## src/rtl/capture_controller_pkg.sv

```systemverilog
// -----------------------------------------------------------------------------
// capture_pkg
// Purpose : shared types and helpers for the capture controller slice.
//           - state_t  : capture FSM states
//           - depth_of : buffer depth for a given address width
// Ports   : none (package)
// -----------------------------------------------------------------------------
package capture_pkg;

   typedef enum logic [2:0] {
      ST_IDLE,
      ST_PRE,
      ST_WAIT,
      ST_POST,
      ST_DONE
   } state_t;

   function automatic int unsigned depth_of(input int unsigned addr_width);
      return 32'd1 << addr_width;
   endfunction

endpackage : capture_pkg

```

## src/rtl/capture_controller_if.sv

```systemverilog
// -----------------------------------------------------------------------------
// capture_controller_if
// Purpose : groups the sample stream, control pulses, configuration, buffer
//           write port and status flags of the capture controller.
// Ports   : master - drives valid/dataIn/arm/abort/trig/preTrigDepth/
//                    postTrigDepth/timeoutCycles, observes the rest
//           slave  - the controller side (inverse directions)
// -----------------------------------------------------------------------------
interface capture_controller_if #(
   parameter int SAMPLE_WIDTH  = 8,
   parameter int ADDR_WIDTH    = 10,
   parameter int TIMEOUT_WIDTH = 24
);
   // sample stream and control
   logic                     valid;
   logic [SAMPLE_WIDTH-1:0]  dataIn;
   logic                     arm;
   logic                     abort;
   logic                     trig;
   logic [ADDR_WIDTH-1:0]    preTrigDepth;
   logic [ADDR_WIDTH-1:0]    postTrigDepth;
   logic [TIMEOUT_WIDTH-1:0] timeoutCycles;
   // buffer write port
   logic                     mem_we;
   logic [ADDR_WIDTH-1:0]    mem_addr;
   logic [SAMPLE_WIDTH-1:0]  mem_data;
   // status
   logic                     busy;
   logic                     done;
   logic                     timed_out;
   logic [ADDR_WIDTH-1:0]    trig_addr;
   logic [ADDR_WIDTH-1:0]    start_addr;

   modport master (
      output valid, dataIn, arm, abort, trig,
             preTrigDepth, postTrigDepth, timeoutCycles,
      input  mem_we, mem_addr, mem_data,
             busy, done, timed_out, trig_addr, start_addr
   );

   modport slave (
      input  valid, dataIn, arm, abort, trig,
             preTrigDepth, postTrigDepth, timeoutCycles,
      output mem_we, mem_addr, mem_data,
             busy, done, timed_out, trig_addr, start_addr
   );

endinterface : capture_controller_if

```

## src/rtl/capture_controller_addr_counter.sv

```systemverilog
// -----------------------------------------------------------------------------
// capture_addr_counter
// Purpose : wrapping buffer write address plus a per-phase sample counter
//           with a "this sample completes the phase" compare.
// Ports   : clock, reset     - clock, synchronous active-high reset
//           i_clear          - restart: address and count to 0
//           i_step           - a sample is written this cycle
//           i_seed_en/i_seed - this step opens a new phase; count restarts
//                              at i_seed (0 or 1) instead of incrementing
//           i_target         - samples in the current phase
//           o_addr           - address the current sample is written to
//           o_hit            - current sample is the last of the phase
// -----------------------------------------------------------------------------
module capture_addr_counter #(
   parameter int ADDR_WIDTH = 10
) (
   input  logic                  clock,
   input  logic                  reset,
   input  logic                  i_clear,
   input  logic                  i_step,
   input  logic                  i_seed_en,
   input  logic                  i_seed,
   input  logic [ADDR_WIDTH-1:0] i_target,
   output logic [ADDR_WIDTH-1:0] o_addr,
   output logic                  o_hit
);

   typedef logic [ADDR_WIDTH-1:0] addr_t;

   addr_t r_addr;
   addr_t r_count;
   addr_t w_count_inc;

   assign w_count_inc = r_count + addr_t'(1);
   // r_count holds samples already written in this phase, so the current
   // sample closes the phase when count+1 reaches the target.
   assign o_hit       = i_step && (w_count_inc == i_target);
   assign o_addr      = r_addr;

   // NOTE: sequential state is always assigned with <= so every register
   // samples the pre-edge values of its inputs, independent of block order.
   always_ff @(posedge clock) begin
      if (reset || i_clear) begin
         r_addr  <= '0;
         r_count <= '0;
      end else if (i_step) begin
         r_addr  <= r_addr + addr_t'(1);  // wraps modulo DEPTH by width
         r_count <= i_seed_en ? addr_t'(i_seed) : w_count_inc;
      end
   end

endmodule : capture_addr_counter

```

## src/rtl/capture_controller.sv

```systemverilog
// -----------------------------------------------------------------------------
// capture_controller
// Purpose : pre/post-trigger capture into a circular buffer. After arm, the
//           first pre_eff valid samples are written (PRE), then writing
//           continues with wrap (WAIT) until a trig rising edge, then
//           post_eff samples starting with the trigger sample (POST), then
//           DONE with trig_addr/start_addr describing the capture window.
// Ports   : clock, reset - sole clock, synchronous active-high reset
//           bus (slave)  - valid/dataIn sample stream, arm/abort pulses,
//                          trig level, pre/post depths, timeoutCycles,
//                          mem_we/mem_addr/mem_data write port,
//                          busy/done/timed_out/trig_addr/start_addr status
// Options : CAPTURE_TIMEOUT_EN - forced trigger after timeoutCycles WAIT
//           samples (0 disables); without it timed_out is tied 0.
// -----------------------------------------------------------------------------
module capture_controller
   import capture_pkg::*;
#(
   parameter int SAMPLE_WIDTH  = 8,
   parameter int ADDR_WIDTH    = 10,
   parameter int TIMEOUT_WIDTH = 24
) (
   input logic                 clock,
   input logic                 reset,
   capture_controller_if.slave bus
);

   typedef logic [ADDR_WIDTH-1:0] addr_t;
   typedef logic [ADDR_WIDTH:0]   addr_ext_t;

   localparam addr_ext_t DEPTH_EXT = addr_ext_t'(depth_of(ADDR_WIDTH));

   state_t                  r_state;
   state_t                  w_next_state;
   addr_t                   r_pre_eff;
   addr_t                   r_post_eff;
   logic                    r_trig_prev;
   logic                    r_mem_we;
   addr_t                   r_mem_addr;
   logic [SAMPLE_WIDTH-1:0] r_mem_data;
   addr_t                   r_trig_addr;
   addr_t                   r_start_addr;

   addr_t                   w_post_eff;
   addr_ext_t               w_pre_room;
   addr_t                   w_pre_eff;
   logic                    w_capturing;
   logic                    w_write;
   logic                    w_edge;
   logic                    w_to_hit;
   logic                    w_trigger;
   logic                    w_seed_en;
   addr_t                   w_target;
   addr_t                   w_addr;
   logic                    w_cnt_hit;

   // Effective depths latched at arm: at least one post sample, and the
   // pre window shrinks so pre+post never exceeds the buffer.
   assign w_post_eff = (bus.postTrigDepth == '0) ? addr_t'(1) : bus.postTrigDepth;
   assign w_pre_room = DEPTH_EXT - {1'b0, w_post_eff};
   assign w_pre_eff  = ({1'b0, bus.preTrigDepth} < w_pre_room) ? bus.preTrigDepth
                                                               : w_pre_room[ADDR_WIDTH-1:0];

   // Edge is relative to trig as seen on the previous valid cycle, so gaps
   // in valid cannot create or hide an edge.
   assign w_edge = bus.valid && bus.trig && !r_trig_prev;

   capture_addr_counter #(
      .ADDR_WIDTH (ADDR_WIDTH)
   ) u_addr_counter (
      .clock     (clock),
      .reset     (reset),
      .i_clear   (bus.arm),
      .i_step    (w_write),
      .i_seed_en (w_seed_en),
      .i_seed    (w_trigger),
      .i_target  (w_target),
      .o_addr    (w_addr),
      .o_hit     (w_cnt_hit)
   );

   // ---------------------------------------------------------------- FSM
   always_ff @(posedge clock) begin
      if (reset) r_state <= ST_IDLE;
      else       r_state <= w_next_state;
   end

   // NOTE: every signal driven here gets a default first, so no path can
   // leave one unassigned and infer a latch.
   always_comb begin
      w_next_state = r_state;
      w_capturing  = 1'b0;
      w_write      = 1'b0;
      w_trigger    = 1'b0;
      w_seed_en    = 1'b0;
      w_target     = r_post_eff;

      w_capturing = (r_state == ST_PRE) || (r_state == ST_WAIT) || (r_state == ST_POST);
      // Cycles carrying arm or abort never write: they end the old capture.
      w_write     = w_capturing && bus.valid && !bus.arm && !bus.abort;
      w_trigger   = (r_state == ST_WAIT) && w_write && (w_edge || w_to_hit);
      if (r_state == ST_PRE) w_target = r_pre_eff;
      // Count restarts at 0 entering WAIT, at 1 entering POST (the trigger
      // sample is the first post sample).
      w_seed_en   = ((r_state == ST_PRE) && w_cnt_hit) || w_trigger;

      if (bus.arm) begin
         w_next_state = (w_pre_eff == '0) ? ST_WAIT : ST_PRE;
      end else if (bus.abort) begin
         w_next_state = ST_IDLE;
      end else begin
         case (r_state)
            ST_PRE:  if (w_cnt_hit) w_next_state = ST_WAIT;
            ST_WAIT: if (w_trigger) w_next_state = (r_post_eff == addr_t'(1)) ? ST_DONE : ST_POST;
            ST_POST: if (w_cnt_hit) w_next_state = ST_DONE;
            default: w_next_state = r_state;
         endcase
      end
   end

   // ------------------------------------------------------------ datapath
   always_ff @(posedge clock) begin
      if (reset) begin
         r_pre_eff    <= '0;
         r_post_eff   <= '0;
         r_trig_prev  <= 1'b0;
         r_mem_we     <= 1'b0;
         r_mem_addr   <= '0;
         r_mem_data   <= '0;
         r_trig_addr  <= '0;
         r_start_addr <= '0;
      end else begin
         if (bus.valid) r_trig_prev <= bus.trig;
         r_mem_we <= w_write;
         if (w_write) begin
            r_mem_addr <= w_addr;
            r_mem_data <= bus.dataIn;
         end
         if (bus.arm) begin
            r_pre_eff    <= w_pre_eff;
            r_post_eff   <= w_post_eff;
            r_trig_addr  <= '0;
            r_start_addr <= '0;
         end else if (w_trigger) begin
            r_trig_addr  <= w_addr;
            r_start_addr <= w_addr - r_pre_eff;  // wraps modulo DEPTH
         end
      end
   end

`ifdef CAPTURE_TIMEOUT_EN
   logic [TIMEOUT_WIDTH-1:0] r_to_cnt;
   logic                     r_timed_out;

   // Current WAIT sample is number r_to_cnt+1; it is forced to be the
   // trigger when that equals a nonzero timeoutCycles.
   assign w_to_hit = (r_state == ST_WAIT) && w_write && (bus.timeoutCycles != '0)
                     && ((r_to_cnt + 1'b1) == bus.timeoutCycles);

   always_ff @(posedge clock) begin
      if (reset || bus.arm) begin
         r_to_cnt    <= '0;
         r_timed_out <= 1'b0;
      end else begin
         if ((r_state == ST_WAIT) && w_write) r_to_cnt <= r_to_cnt + 1'b1;
         if (w_to_hit && !w_edge)             r_timed_out <= 1'b1;
      end
   end

   assign bus.timed_out = r_timed_out;
`else
   logic w_unused_timeout;

   assign w_to_hit         = 1'b0;
   assign w_unused_timeout = ^bus.timeoutCycles;
   assign bus.timed_out    = 1'b0;
`endif

   assign bus.mem_we     = r_mem_we;
   assign bus.mem_addr   = r_mem_addr;
   assign bus.mem_data   = r_mem_data;
   assign bus.busy       = (r_state == ST_PRE) || (r_state == ST_WAIT) || (r_state == ST_POST);
   assign bus.done       = (r_state == ST_DONE);
   assign bus.trig_addr  = r_trig_addr;
   assign bus.start_addr = r_start_addr;

endmodule : capture_controller

```

## src/flat_wrapper.sv

```systemverilog
// flat-port wrapper written by rule: the top's interface ports become plain ports
module capture_controller_flat import capture_pkg::*;
#(
   parameter int SAMPLE_WIDTH  = 8,
   parameter int ADDR_WIDTH    = 10,
   parameter int TIMEOUT_WIDTH = 24
)
  (clock, reset, bus_valid, bus_dataIn, bus_arm, bus_abort, bus_trig, bus_preTrigDepth, bus_postTrigDepth, bus_timeoutCycles, bus_mem_we, bus_mem_addr, bus_mem_data, bus_busy, bus_done, bus_timed_out, bus_trig_addr, bus_start_addr);
  capture_controller_if #(.SAMPLE_WIDTH(SAMPLE_WIDTH), .ADDR_WIDTH(ADDR_WIDTH), .TIMEOUT_WIDTH(TIMEOUT_WIDTH)) bus_i ();
  input logic clock;
  input logic reset;
  input wire logic [$bits(bus_i.valid)-1:0] bus_valid;
  input wire logic [$bits(bus_i.dataIn)-1:0] bus_dataIn;
  input wire logic [$bits(bus_i.arm)-1:0] bus_arm;
  input wire logic [$bits(bus_i.abort)-1:0] bus_abort;
  input wire logic [$bits(bus_i.trig)-1:0] bus_trig;
  input wire logic [$bits(bus_i.preTrigDepth)-1:0] bus_preTrigDepth;
  input wire logic [$bits(bus_i.postTrigDepth)-1:0] bus_postTrigDepth;
  input wire logic [$bits(bus_i.timeoutCycles)-1:0] bus_timeoutCycles;
  output wire logic [$bits(bus_i.mem_we)-1:0] bus_mem_we;
  output wire logic [$bits(bus_i.mem_addr)-1:0] bus_mem_addr;
  output wire logic [$bits(bus_i.mem_data)-1:0] bus_mem_data;
  output wire logic [$bits(bus_i.busy)-1:0] bus_busy;
  output wire logic [$bits(bus_i.done)-1:0] bus_done;
  output wire logic [$bits(bus_i.timed_out)-1:0] bus_timed_out;
  output wire logic [$bits(bus_i.trig_addr)-1:0] bus_trig_addr;
  output wire logic [$bits(bus_i.start_addr)-1:0] bus_start_addr;
  assign bus_i.valid = bus_valid;
  assign bus_i.dataIn = bus_dataIn;
  assign bus_i.arm = bus_arm;
  assign bus_i.abort = bus_abort;
  assign bus_i.trig = bus_trig;
  assign bus_i.preTrigDepth = bus_preTrigDepth;
  assign bus_i.postTrigDepth = bus_postTrigDepth;
  assign bus_i.timeoutCycles = bus_timeoutCycles;
  assign bus_mem_we = bus_i.mem_we;
  assign bus_mem_addr = bus_i.mem_addr;
  assign bus_mem_data = bus_i.mem_data;
  assign bus_busy = bus_i.busy;
  assign bus_done = bus_i.done;
  assign bus_timed_out = bus_i.timed_out;
  assign bus_trig_addr = bus_i.trig_addr;
  assign bus_start_addr = bus_i.start_addr;
  capture_controller #(.SAMPLE_WIDTH(SAMPLE_WIDTH), .ADDR_WIDTH(ADDR_WIDTH), .TIMEOUT_WIDTH(TIMEOUT_WIDTH)) u_core (.clock(clock), .reset(reset), .bus(bus_i));
endmodule
```

## config.mk

```make
export PLATFORM = sky130hd
export DESIGN_NAME = capture_controller_flat
export DESIGN_NICKNAME = d
export VERILOG_FILES = /design/src/rtl/capture_controller_pkg.sv /design/src/rtl/capture_controller_if.sv /design/src/rtl/capture_controller_addr_counter.sv /design/src/rtl/capture_controller.sv /design/src/flat_wrapper.sv
export SDC_FILE = /design/constraint.sdc
export NUM_CORES = 1
export LEC_CHECK = 0
export BUFFER_PORTS_ARGS = -buffer_cell sky130_fd_sc_hd__buf_2
export CORE_MARGIN = 1
export CORE_UTILIZATION = 55
export CTS_CLUSTER_SIZE = 30
export DETAILED_ROUTE_END_ITERATION = 10
export PLACE_DENSITY = 0.8
export SLEW_MARGIN = 15
export SYNTH_ARGS = -nofsm -noshare
export SYNTH_HDL_FRONTEND = slang
export SYNTH_HIERARCHICAL = 1
export SYNTH_SLANG_ARGS = --single-unit
```

## constraint.sdc

```tcl
create_clock -name clock -period 5.1 [get_ports clock]
set_clock_uncertainty 0.2 [all_clocks]
set_input_delay 0.51 -clock clock [delete_from_list [all_inputs] [get_ports clock]]
set_output_delay 0.51 -clock clock [all_outputs]
set_load 0.02 [all_outputs]
```

# == Word-level counts from Yosys, hierarchy flattened ==
# Cells that the tools add are included.
# op_classes
mul,0
mux,12
eq_ne,9
bitwise,0
n_div,0
shift,0
n_lt_le_gt_ge,1
reduce_logical,21
add_sub_neg,4
# ops
op,n
$mux 10,4
$add 10x1->10 const B,2
$logic_not 10->1,2
$mux 3,6
$lt 10x11->1,1
$sub 11x10->11 const A,1
$eq 10x1->1 const B,1
$eq 10x10->1,1
$sub 10x10->10,1
$logic_and 1x1->1,9
$pmux 3 s3,1
$ne 4x3->1 const B,2
$eq 3x2->1 const B,2
$reduce_bool 5->1,1
$logic_or 1x1->1,4
$ne 4x4->1 const B,1
$reduce_and 4->1,1
$eq 3x1->1 const B,1
$eq 3x3->1 const B,1
$logic_not 1->1,3
$mux 2,1
$reduce_or 2->1,1
# totals
mem_bits_ro,0
n_memories,0
output_inout_bits,42
input_bits,58
ff_bits,83
latch_bits,0
mem_bits_rw,0
word_cells,58

# == Depth between registers and ports, before layout ==
# Gate-level depths: netlist of the first run.
# logic_depth
ltp_word,12
ltp_mapped,16
ltp_nobuf,14

# == By module ==
# Netlist of the first run, hierarchy kept.
# by_module_without_submodules
module,area_per_inst_um2,cells_per_inst,n_inst,seq_area_each_um2
capture_controller,3503.4,436,1,1261.2
capture_addr_counter,1223.7,154,1,400.4

# == Worst setup path before layout of the first run ==
# OpenSTA, ideal clock, no wires.
# synth_path
kind,input to register
start,in bus_postTrigDepth[6]
end,reg u_core.r_pre_eff[0]
stages,16
setup_ps,120
required_time_ps,4780
t_arrival_ps,3873
setup_slack_ps,907
path_buffers,2
path_cell_list,buf_2 > nor4_1 > a31oi_1 > ha_1 > or3b_4 > nor4b_2 > xnor2_1 > inv_1 > ha_1 > nand4_1 > a21oi_1 > a211oi_1 > nor3_2 > buf_2 > nor3_1 > a211o_1
# synth_via
elab_chain_cells,5
# synth_rtl
item,line_no,source
from (decl),flat_wrapper.sv:18,input wire logic [$bits(bus_i.postTrigDepth)-1:0] bus_postTrigDepth;
$logic_not 10->1,capture_controller.sv:59,assign w_post_eff = (bus.postTrigDepth == '0) ? addr_t'(1) : bus.postTrigDepth;
$mux 10 (*),capture_controller.sv:59,
$sub 11x10->11 (*),capture_controller.sv:60,"assign w_pre_room = DEPTH_EXT - {1'b0, w_post_eff};"
$lt 10x11->1,capture_controller.sv:61,"assign w_pre_eff = ({1'b0, bus.preTrigDepth} < w_pre_room) ? bus.preTrigDepth"
$mux 10 (*),capture_controller.sv:61,
to (signal assigned),capture_controller.sv:140,r_pre_eff <= w_pre_eff;
to (decl),capture_controller.sv:35,addr_t r_pre_eff;
# Mark *: on every way between the ends. The rest lies on a longest branch, timed or not.
# A chain may end at the register's enable or synchronous reset.

# == Final worst setup path of the first run ==
# layout_path
start,in bus_postTrigDepth[6]
end,reg u_core.r_pre_eff[2]
# Same word-level chain as after synthesis.

==> reports/metrics.yaml, run 1 <==
floorplan:
  start_util_pct: 57.24
  die_w_um: 94.71
  placementRows: 33
  design.portCount: 100
  core_area_um2: 8258
  die_area_um2: 8969
  die_height_um: 94.71
global_routing:
  grt.overflow.total: 0
  grt_antenna_before_repair: 0
  grt_pass1_wl_um: 18360
  grt_max_degree: 49
  first_global_vias: 3967
  grtUsageTotal_pct: 26.22
pwr:
  p_leak_nw: 2.183
  power_density_nw_per_um2: 251.8
  irDropWorstVdd_mv: 0.1796
  power_mw: 1.334
job:
  max_cap_viol_count: 0
worst_hold_path:
  worstHoldStart: "bus_dataIn[1]"
  min_path_type: "primary input to flip-flop"
  min_to: "u_core/bus.mem_data[1]"
  holdPathStages: 3
final_layout:
  drive_above_1_share_pct: 19.20
  nets: 726
  finish.utilization_pct: 64.17
  syn_to_final_growth_pct: 12.10
  final_common_cell: "dfxtp_1"
  num_antenna_cells: 0
  layout_common_cells: "83 x dfxtp_1, 82 x nand2_1, 74 x buf_2, 61 x a21oi_1, 55 x nor2_1"
status:
  status: "finished, final reports clean"
worst_setup_path:
  worstPathCellList: "buf_2, nor4_1, buf_4, a31oi_1, ha_1, or3b_4, nor4b_2, xnor2_1, inv_1, ha_1, nand4_1, a21oi_1, a211oi_1, nor3_2, buf_4, and3_1, nor4_1"
  path_max_fanout: 16
  worstRegToRegCells: 13
  critPathRequiredTime_ns: 5.16
  timing.rr.start: "u_core/r_state[0]"
  cp_slowest_cell: "a211oi_1"
  reg2reg_slack_ns: 1.33
  crit_type: "primary input to flip-flop"
  arrival_ns: 4.31
  critPathMaxStageDelay_ns: 0.44
  r2r-end: "u_core/u_addr_counter/r_count[4]"
  crit_path_end_kind: "flip-flop"
  cp-start-kind: "primary input"
logic_synthesis:
  ys_ff_latch: 83
  synth_edf_count: 0
  yosysSeqAreaShare_pct: 35.15
  synth-warning-count: 6
  netlist_instances: 590
  synthArstFlopShare_pct: 0
  syn_avg_cell_area_um2: 8.012
  synth_cell_types: 62
  synthFlopType: "dfxtp_1"
  syn-num-nets: 670
  syn_area_um2: 4727
clocking:
  post_cts.repair.setup_buffers: 0
  clockBufferDepth: 2
  cts.sinks: 83
  cts.htree.levels: 3
  clk_pin_slew_worst_paths_ns: 0.10
  cts_tree: "done"
  clkLatencyLatePin_ns: 0.37
  cts_resized: 0
  cts_buffers: 9
  root_buffer: "clkbuf_8"
  postCtsHoldBufs: 0
routing:
  vias: 4351
  postRouteAntennaNets: 0
  wirelength_um: 11360
  avgViaCountPerCell: 5.755
  first_iter_violations: 280
  post_drt_wl_per_cell_um: 15.03
  remaining_drc_errors: 0
  drt_pre_antenna_iters: 6
placed_design:
  numPortBuffers: 74
  dp_hpwl_um: 8150
  gp_congestion: 0.8853
sta:
  drv_slew: 0
  maxSlewHeadroom_pct: 40.75
  max_freq_ghz: 0.2350
  final.period_utilization_pct: 83.44
  rsz0062_at_grt: "no"
  hold_ws_ns: 0.1642
  min_period_ns: 4.255
  setup_viol: 0
  tns_ns: 0
  worstMarginPinSlew_ns: 0.8888
  hold_viol_final: 0
-- report_power, final --
group | leakage [nW] | internal [mW] | switching (mW)
combinational | 1.41 | 0.0826 | 0.116
sequential | 0.674 | 0.662 | 0.0146
clock | 0.0955 | 0.190 | 0.269
total | 2.18 | 0.935 | 0.399
-- synthesized netlist by cell type, types with 5 or more instances --
master / n / share of area (%)
a211oi_1: 10 / 1.6
a21oi_1: 61 / 6.5
a31oi_1: 6 / 0.79
and3_1: 7 / 0.93
buf_2: 6 / 0.64
clkbuf_1: 20 / 1.6
dfxtp_1: 83 / 35
ha_1: 21 / 5.6
inv_1: 28 / 2.2
mux2_2: 10 / 2.4
mux2i_1: 18 / 3.8
nand2_1: 82 / 6.5
nand2b_1: 6 / 0.79
nand3_1: 17 / 1.8
nand4_1: 7 / 0.93
nor2_1: 55 / 4.4
nor3_1: 20 / 2.1
nor3b_1: 5 / 0.79
nor4_1: 8 / 1.1
o21a_1: 7 / 1.1
o21ai_0: 20 / 2.1
or3_1: 5 / 0.66
xnor2_1: 13 / 2.4
xor2_1: 13 / 2.4
-- final cells by class --
class                      count  area [um^2]
multi-input combinational    444         2795
clock buffer                   9        123.9
timing repair buffer          79        407.9
clock inverter                 7        70.07
inverter                      29        108.9
tap                          105        131.4
sequential                    83         1662
fill                         707         2959
-- worst max path at each step --
stage	startpoint	to	depth (start not counted)
after floorplan	bus_postTrigDepth[6]	u_core/r_pre_eff[0]	16
after global placement	bus_postTrigDepth[6]	u_core/r_pre_eff[4]	17
after detailed placement	bus_postTrigDepth[6]	u_core/r_pre_eff[4]	17
after CTS	bus_postTrigDepth[6]	u_core/r_pre_eff[4]	17
after global routing	bus_postTrigDepth[6]	u_core/r_pre_eff[4]	17
final	bus_postTrigDepth[6]	u_core/r_pre_eff[2]	17
-- cell families (layout without fill, tap and decap cells) --
kind of cell	count (synthesis)	after routing	synth area share (%)
buffers and inverters	63	124	5.717
AND/OR/NAND/NOR	238	238	25.01
multiplexers	29	29	6.511
adder cells (fa/ha/maj)	22	22	5.982
XOR/XNOR	26	26	4.817
flip-flops	83	83	35.15
AO/OA/AOI/OAI	128	128	16.73
other	1	1	0.07933
-- flip-flops by register name, indices dropped and copies added (netlist names) --
name / cells
u_core/bus.mem_addr: 10
u_core/r_pre_eff: 10
u_core/r_post_eff: 10
u_core/bus.start_addr: 10
u_core/r_state: 3
u_core/bus.mem_we: 1
u_core/u_addr_counter/o_addr: 10
u_core/u_addr_counter/r_count: 10
u_core/bus.mem_data: 8
u_core/r_trig_prev: 1
u_core/bus.trig_addr: 10
-- per-layer routing --
| layer | vias to the layer above | track usage [%] | part of all wire [%] |
|---|---|---|---|
| met2 | 143 | 43.65 | 48 |
| met3 | 24 | 3.623 | 5.3 |
| met4 | 0 | 11.87 | 2.3 |
| li1 | 2177 | - | - |
| met5 | - | 0 | 0 |
| met1 | 2007 | 33.50 | 44 |
-- critical path, delay by kind of cell --
kind,cells,cell delay [ns]
AND/OR/NAND/NOR,7,1.51
XOR/XNOR,1,0.22
adder cells (fa/ha/maj),2,0.59
buffers and inverters,4,0.66
AO/OA/AOI/OAI,3,0.81
-- metrics by stage --
step	cells	setup slack (ns)	instance area, um^2
floorplan	590	0.9070	4727
global placement	740	0.6651	5105
detailed placement	740	0.5370	5105
CTS	756	0.9014	5299
global route	756	0.5894	5299
finish	756	0.8446	5299
Power figures use the tool's default switching activity.
==> inputs of run 2 (changes only) <==
--- a/config.mk
+++ b/config.mk
@@ -7,10 +7,10 @@
 export LEC_CHECK = 0
 export BUFFER_PORTS_ARGS = -buffer_cell sky130_fd_sc_hd__buf_2
 export CORE_MARGIN = 1
-export CORE_UTILIZATION = 55
+export CORE_UTILIZATION = 50
 export CTS_CLUSTER_SIZE = 30
 export DETAILED_ROUTE_END_ITERATION = 10
-export PLACE_DENSITY = 0.8
+export PLACE_DENSITY = 0.77
 export SLEW_MARGIN = 15
 export SYNTH_ARGS = -nofsm -noshare
 export SYNTH_HDL_FRONTEND = slang
==> constraint.sdc (replaced) <==
create_clock -name clock -period 3.6 [get_ports clock]
set_clock_uncertainty 0.2 [all_clocks]
set_input_delay 0.36 -clock clock [delete_from_list [all_inputs] [get_ports clock]]
set_output_delay 0.36 -clock clock [all_outputs]
set_load 0.02 [all_outputs]
==> run 2 against run 1 <==
Compared with the run above:
- non-clock buffer count up 23
- sequential share of layout area down 1.5 points
- setup slack worse by 0.73 ns
- sequential power up 42%
- critical path type unchanged
==> reports/metrics.yaml, run 2 (synthesis results as in run 1) <==
routing:
  postRouteAntennaNets: 0  # unchanged
  wirelength_um: 11420  # was 11360 um
  post_drt_wl_per_cell_um: 14.55  # was 15.03 um
  vias: 4460  # was 4351
  remaining_drc_errors: 0  # unchanged
  avgViaCountPerCell: 5.682  # was 5.755
  first_iter_violations: 270  # was 280
  drt_pre_antenna_iters: 5  # was 6
placed_design:
  dp_hpwl_um: 8589  # was 8150 um
  gp_congestion: 0.9754  # was 0.8853
  numPortBuffers: 74  # unchanged
  dp_slack_ns: -0.2554  # was 0.5370 ns
floorplan:
  design.portCount: 100  # unchanged
  die_height_um: 99.23  # was 94.71 um
  start_util_pct: 51.40  # was 57.24%
  core_area_um2: 9196  # was 8258 um^2
  placementRows: 35  # was 33
  die_w_um: 99.23  # was 94.71 um
  die_area_um2: 9847  # was 8969 um^2
sta:
  setup_slack_ns: 0.1118  # was 0.8446 ns
  rsz0062_at_grt: "no"  # unchanged
  max_freq_ghz: 0.2867
  drv_slew: 0  # unchanged
  maxSlewHeadroom_pct: 59.07  # was 40.75%
  final.period_utilization_pct: 96.90
  worstMarginPinSlew_ns: 0.6132  # was 0.8888 ns
  setup_viol: 0  # unchanged
  min_period_ns: 3.488
  hold_viol_final: 0  # unchanged
clocking:
  cts.htree.levels: 3  # unchanged
  clockBufferDepth: 2  # unchanged
  clkLatencyLatePin_ns: 0.36  # was 0.37 ns
  clk_pin_slew_worst_paths_ns: 0.09  # was 0.10 ns
  cts_buffers: 9  # unchanged
  postCtsHoldBufs: 0  # unchanged
  cts_tree: "done"  # unchanged
  cts.sinks: 83  # unchanged
  root_buffer: "clkbuf_8"  # unchanged
final_layout:
  num_antenna_cells: 0  # unchanged
  layout_common_cells: "83 x dfxtp_1, 82 x nand2_1, 74 x buf_2, 60 x a21oi_1, 54 x nor2_1"  # was 83 x dfxtp_1, 82 x nand2_1, 74 x buf_2, 61 x a21oi_1, 55 x nor2_1
  finish.utilization_pct: 60.48  # was 64.17%
  drive_above_1_share_pct: 23.29  # was 19.20%
  syn_to_final_growth_pct: 17.65  # was 12.10%
  final_common_cell: "dfxtp_1"  # unchanged
  nets: 749  # was 726
pwr:
  power_frac_seq_pct: 50.3  # was 50.7%
  comb_power_share_pct: 16.5  # was 14.9%
  pwr-share-clk_pct: 33.2  # was 34.4%
  internal_power_mw: 1.343  # was 935.0 uW
  p_leak_nw: 2.312  # was 2.183 nW
  power.switching_uw: 563.1  # was 399.5 uW
  switching_share_pct: 29.55  # was 29.94%
  irDropWorstVdd_mv: 0.1923  # was 0.1796 mV
  power_density_nw_per_um2: 342.7  # was 251.8 nW/um^2
worst_setup_path:
  timing.rr.start: "u_core/r_state[2]"  # was u_core/r_state[0]
  cp-start-kind: "primary input"  # unchanged
  crit_end: "u_core/r_state[1]"  # was u_core/r_pre_eff[2]
  crit_start: "bus_postTrigDepth[0]"  # was bus_postTrigDepth[6]
  crit_type: "primary input to flip-flop"  # unchanged
  critPathRequiredTime_ns: 3.65  # was 5.16 ns
  arrival_ns: 3.54  # was 4.31 ns
  worstRegToRegCells: 14  # was 13
  r2r-end: "u_core/u_addr_counter/r_count[4]"  # unchanged
  reg2reg_slack_ns: 0.36  # was 1.33 ns
  path_max_fanout: 15  # was 16
  crit_path_end_kind: "flip-flop"  # unchanged
global_routing:
  first_global_vias: 4015  # was 3967
  grt_antenna_before_repair: 0  # unchanged
  grt_pass1_wl_um: 19130  # was 18360 um
  grt.overflow.total: 0  # unchanged
  grt_max_degree: 40  # was 49
  grtUsageTotal_pct: 24.18  # was 26.22%
job:
  max_cap_viol_count: 0  # unchanged
worst_hold_path:
  min_path_type: "primary input to flip-flop"  # unchanged
status:
  status: "finished, final reports clean"  # unchanged
## run 2: layout make-up
cell class / instances / area, um^2
Clock buffer: 9 / 123.9
Clock inverter: 7 / 61.31
Fill cell: 805 / 3635
Inverter: 29 / 108.9
Multi-Input combinational cell: 444 / 2874
Sequential cell: 83 / 1662
Tap cell: 111 / 138.9
Timing Repair Buffer: 102 / 593.1
## run 2: per-stage QoR
step / cells / area [um^2] / hold WS [ns] / power (mW) / setup TNS, ns
final: 785 / 5562 / 0.03394 / 1.906 / 0
after global placement: 769 / 5375 / 0.2373 / 1.281 / -0.6848
after CTS: 785 / 5560 / 0.01955 / 1.916 / 0
after global routing: 785 / 5562 / 0.03303 / 2.002 / 0
after floorplan: 590 / 4851 / 0.2393 / 1.194 / -0.06105
after detailed placement: 769 / 5375 / 0.2435 / 1.290 / -2.133
## run 2: worst max-delay path, stage by stage
cell and delay (ns):
buf_2 0.17, nor4_2 0.09, a31oi_4 0.17, ha_2 0.19, or3b_4 0.40, or3_4 0.42, xnor2_2 0.23, ha_1 0.27
nand4_1 0.13, nor2_1 0.07, a211oi_2 0.36, nor3_4 0.10, buf_12 0.16, a31o_1 0.22, o21a_1 0.19
## run 2: what timing repair did
action,4_1_cts,5_1_grt
setup buffers,0,0
setup endpoints to repair,0,3
gates resized for setup,0,1
## run 2: power groups by stage
stage          Sequential [mW]  Clock [mW]  Combinational, mW
2_1_floorplan            0.973           0              0.221
3_3_place_gp             0.978           0              0.303
3_5_place_dp             0.979           0              0.311
4_1_cts                  0.957       0.646              0.313
5_1_grt                  0.961       0.694              0.347
6_report                 0.958       0.633              0.315
## run 2: worst min path at each step
stage	from	end	slack, ns	cells past startpoint
after floorplan	bus_abort	u_core/r_state[2]	0.24	1
after global placement	u_core/bus.start_addr[4]	u_core/bus.start_addr[4]	0.24	2
after detailed placement	u_core/bus.mem_data[2]	u_core/bus.mem_data[2]	0.24	2
after CTS	bus_dataIn[6]	u_core/bus.mem_data[6]	0.02	3
after global routing	bus_dataIn[4]	u_core/bus.mem_data[4]	0.03	3
final	bus_abort	u_core/r_state[2]	0.03	2
## run 2: per-layer routing
layer	wire length, um	up-vias	global-route usage (%)
met3	587	12	4.076
met2	5449	129	40.60
met4	143	0	8.484
met1	5240	2088	31.40
li1	-	2231	-
met5	0	-	0
==> inputs of run 3 (changes only) <==
--- a/config.mk
+++ b/config.mk
@@ -6,11 +6,12 @@
 export NUM_CORES = 1
 export LEC_CHECK = 0
 export BUFFER_PORTS_ARGS = -buffer_cell sky130_fd_sc_hd__buf_2
+export CORE_ASPECT_RATIO = 1.4
 export CORE_MARGIN = 1
 export CORE_UTILIZATION = 50
 export CTS_CLUSTER_SIZE = 30
 export DETAILED_ROUTE_END_ITERATION = 10
-export PLACE_DENSITY = 0.77
+export PLACE_DENSITY_LB_ADDON = 0.3
 export SLEW_MARGIN = 15
 export SYNTH_ARGS = -nofsm -noshare
 export SYNTH_HDL_FRONTEND = slang
==> run 3 against run 2 <==
Compared with the run above:
- the run now ends with design-rule violations left
- wire length is 5.5% higher
- die area hardly changed
- final cell count is 0.13% higher
- fmax hardly changed
- setup slack better by 0.0012 ns
- critical path depth stayed put
==> reports/metrics.yaml, run 3 (synthesis results as in run 1) <==
final_layout:
  num_antenna_cells: 0  # unchanged
  finish.utilization_pct: 62.88  # was 60.48%
  fillCellCount: 798  # was 805
  final_common_cell: "dfxtp_1"  # unchanged
  final-seq-area_um2: 1662  # unchanged
  multi_input_area_um2: 2888  # was 2874 um^2
  syn_to_final_growth_pct: 20.78  # was 17.65%
  drive_above_1_share_pct: 23.86  # was 23.29%
  nets: 754  # was 749
  layout_common_cells: "83 x dfxtp_1, 82 x nand2_1, 74 x buf_2, 60 x a21oi_1, 54 x nor2_1"  # unchanged
worst_setup_path:
  cp_top_family: "compound AO/OA/AOI/OAI gates"  # was simple AND/OR/NAND/NOR gates
  arrival_ns: 3.52  # was 3.54 ns
  reg2reg_slack_ns: 0.19  # was 0.36 ns
  path_max_fanout: 3  # was 15
  cp_num_cells: 15  # unchanged
  crit_type: "primary input to flip-flop"  # unchanged
  cp-start-kind: "primary input"  # unchanged
  worstPathCellList: "buf_2, nor4_4, a31oi_4, ha_2, or3b_4, or3_4, xnor2_2, ha_1, nand4_1, a21oi_2, a211oi_2, buf_4, o311a_1, a31o_1, o21a_1"  # was buf_2, nor4_2, a31oi_4, ha_2, or3b_4, or3_4, xnor2_2, ha_1, nand4_1, nor2_1, a211oi_2, nor3_4, buf_12, a31o_1, o21a_1
  critPathRequiredTime_ns: 3.64  # was 3.65 ns
  cp_num_buf_inv: 2  # unchanged
  critPathMaxStageDelay_ns: 0.42  # about the same
  crit_path_end_kind: "flip-flop"  # unchanged
  cp_slowest_cell: "or3b_4"  # was or3_4
  worstRegToRegCells: 13  # was 14
clocking:
  clkLatencyLatePin_ns: 0.34  # was 0.36 ns
  root_buffer: "clkbuf_16"  # was clkbuf_8
  post_cts.repair.setup_buffers: 0  # unchanged
  cts.sinks: 83  # unchanged
  clk_pin_slew_worst_paths_ns: 0.06  # was 0.09 ns
  clockBufferDepth: 2  # unchanged
  cts_buffers: 9  # unchanged
  cts.htree.levels: 3  # unchanged
  postCtsHoldBufs: 0  # unchanged
  cts_resized: 0  # unchanged
  cts_tree: "done"  # unchanged
pwr:
  p_leak_nw: 2.386  # was 2.312 nW
  power_density_nw_per_um2: 383.7  # was 342.7 nW/um^2
  internal_power_mw: 1.634  # was 1.343 mW
  switching_share_pct: 25.41  # was 29.55%
  irDropWorstVdd_mv: 0.2146  # was 0.1923 mV
  power_frac_seq_pct: 43.7  # was 50.3%
  comb_power_share_pct: 14.8  # was 16.5%
  power.switching_uw: 556.6  # was 563.1 uW
  pwr-share-clk_pct: 41.5  # was 33.2%
sta:
  hold_viol_final: 0  # unchanged
  final.period_utilization_pct: 96.86  # was 96.90%
  rsz0062_at_grt: "no"  # unchanged
  min_period_ns: 3.487  # was 3.488 ns
  hold_ws_ns: 0.05294  # was 0.03394 ns
  drv_slew: 0  # unchanged
  maxSlewHeadroom_pct: 61.81  # was 59.07%
  tns_ns: 0  # unchanged
  setup_viol: 0  # unchanged
  max_freq_ghz: 0.2868  # was 0.2867 GHz
  worstMarginPinSlew_ns: 0.5722  # was 0.6132 ns
routing:
  drt_pre_antenna_iters: 8  # was 5
  vias: 4486  # was 4460
  avgViaCountPerCell: 5.707  # was 5.682
  wirelength_um: 12050  # was 11420 um
  postRouteAntennaNets: 0  # unchanged
  first_iter_violations: 232  # was 270
  post_drt_wl_per_cell_um: 15.33  # was 14.55 um
  remaining_drc_errors: 20  # was 0
global_routing:
  grt.overflow.total: 0  # unchanged
  grt_antenna_before_repair: 0  # unchanged
  first_global_vias: 4064  # was 4015
  grt_max_degree: 40  # unchanged
  grt_pass1_wl_um: 19340  # was 19130 um
  grtUsageTotal_pct: 25.21  # was 24.18%
floorplan:
  die_area_um2: 9852  # was 9847 um^2
  design.portCount: 100  # unchanged
  start_util_pct: 52.06  # was 51.40%
  die_height_um: 117.0  # was 99.23 um
  die_w_um: 84.18  # was 99.23 um
  core_area_um2: 9080  # was 9196 um^2
  placementRows: 41  # was 35
job:
  max_cap_viol_count: 0  # unchanged
status:
  violations: "design-rule violations"
  status: "complete, but fails checks"  # was finished, final reports clean
placed_design:
  numPortBuffers: 74  # unchanged
  gp_congestion: 0.9355  # was 0.9754
  dp_hpwl_um: 8986  # was 8589 um
worst_hold_path:
  min_path_type: "primary input to flip-flop"  # unchanged
  holdPathStages: 3  # was 2
[run 3: area by class of cell]
type / count / area share, %
flip-flops and latches: 83 / 29.10
clock buffers: 11 / 4.252
clock inverters: 5 / 0.9204
multi-input cells: 444 / 50.58
inverters: 29 / 1.907
well taps: 107 / 2.345
repair buffers: 107 / 10.89
[run 3: routing by layer]
metal  up-vias  routed length [um]  GRT usage, %  share of wire [%]
met4         0                 459         13.56                3.8
met1      2095                4961         27.39                 41
met2       133                6170         47.32                 51
li1       2228                   -             -                  -
met3        30                 455         3.927                3.8
met5         -                   0             0                  0
[run 3: power by group through the flow]
stage / Clock (mW) / Sequential (mW) / Combinational, mW
5_1_grt: 0.968 / 0.960 / 0.353
3_5_place_dp: 0 / 0.978 / 0.315
2_1_floorplan: 0 / 0.973 / 0.221
6_report: 0.908 / 0.958 / 0.324
3_3_place_gp: 0 / 0.976 / 0.305
4_1_cts: 0.924 / 0.958 / 0.317
[run 3: worst register-to-register path, delay by kind of cell, from the launching register on]
kind	cells	cell delay, ns
and+or+nand+nor	4	0.71
muxes	1	0.42
AOI/OAI and AO/OA	6	1.32
buffers and inverters	2	0.31
DFF	1	0.33
[run 3: final timing paths]
kind                                from                endpoint
hold reg to reg   u_core/bus.mem_data[4]  u_core/bus.mem_data[4]
hold / removal             bus_dataIn[2]  u_core/bus.mem_data[2]
setup reg to reg       u_core/r_state[2]       u_core/r_state[1]
setup / recovery    bus_postTrigDepth[0]       u_core/r_state[1]
[run 3: stage by stage]
step | instance area (um^2) | setup WS, ns | power (mW) | cells
after floorplan | 4851 | -0.03195 | 1.194 | 590
after global placement | 5395 | -0.1021 | 1.281 | 770
after detailed placement | 5395 | -0.2557 | 1.293 | 770
after CTS | 5690 | 0.1045 | 2.199 | 786
after global routing | 5709 | 0.008037 | 2.281 | 786
final | 5709 | 0.1130 | 2.190 | 786
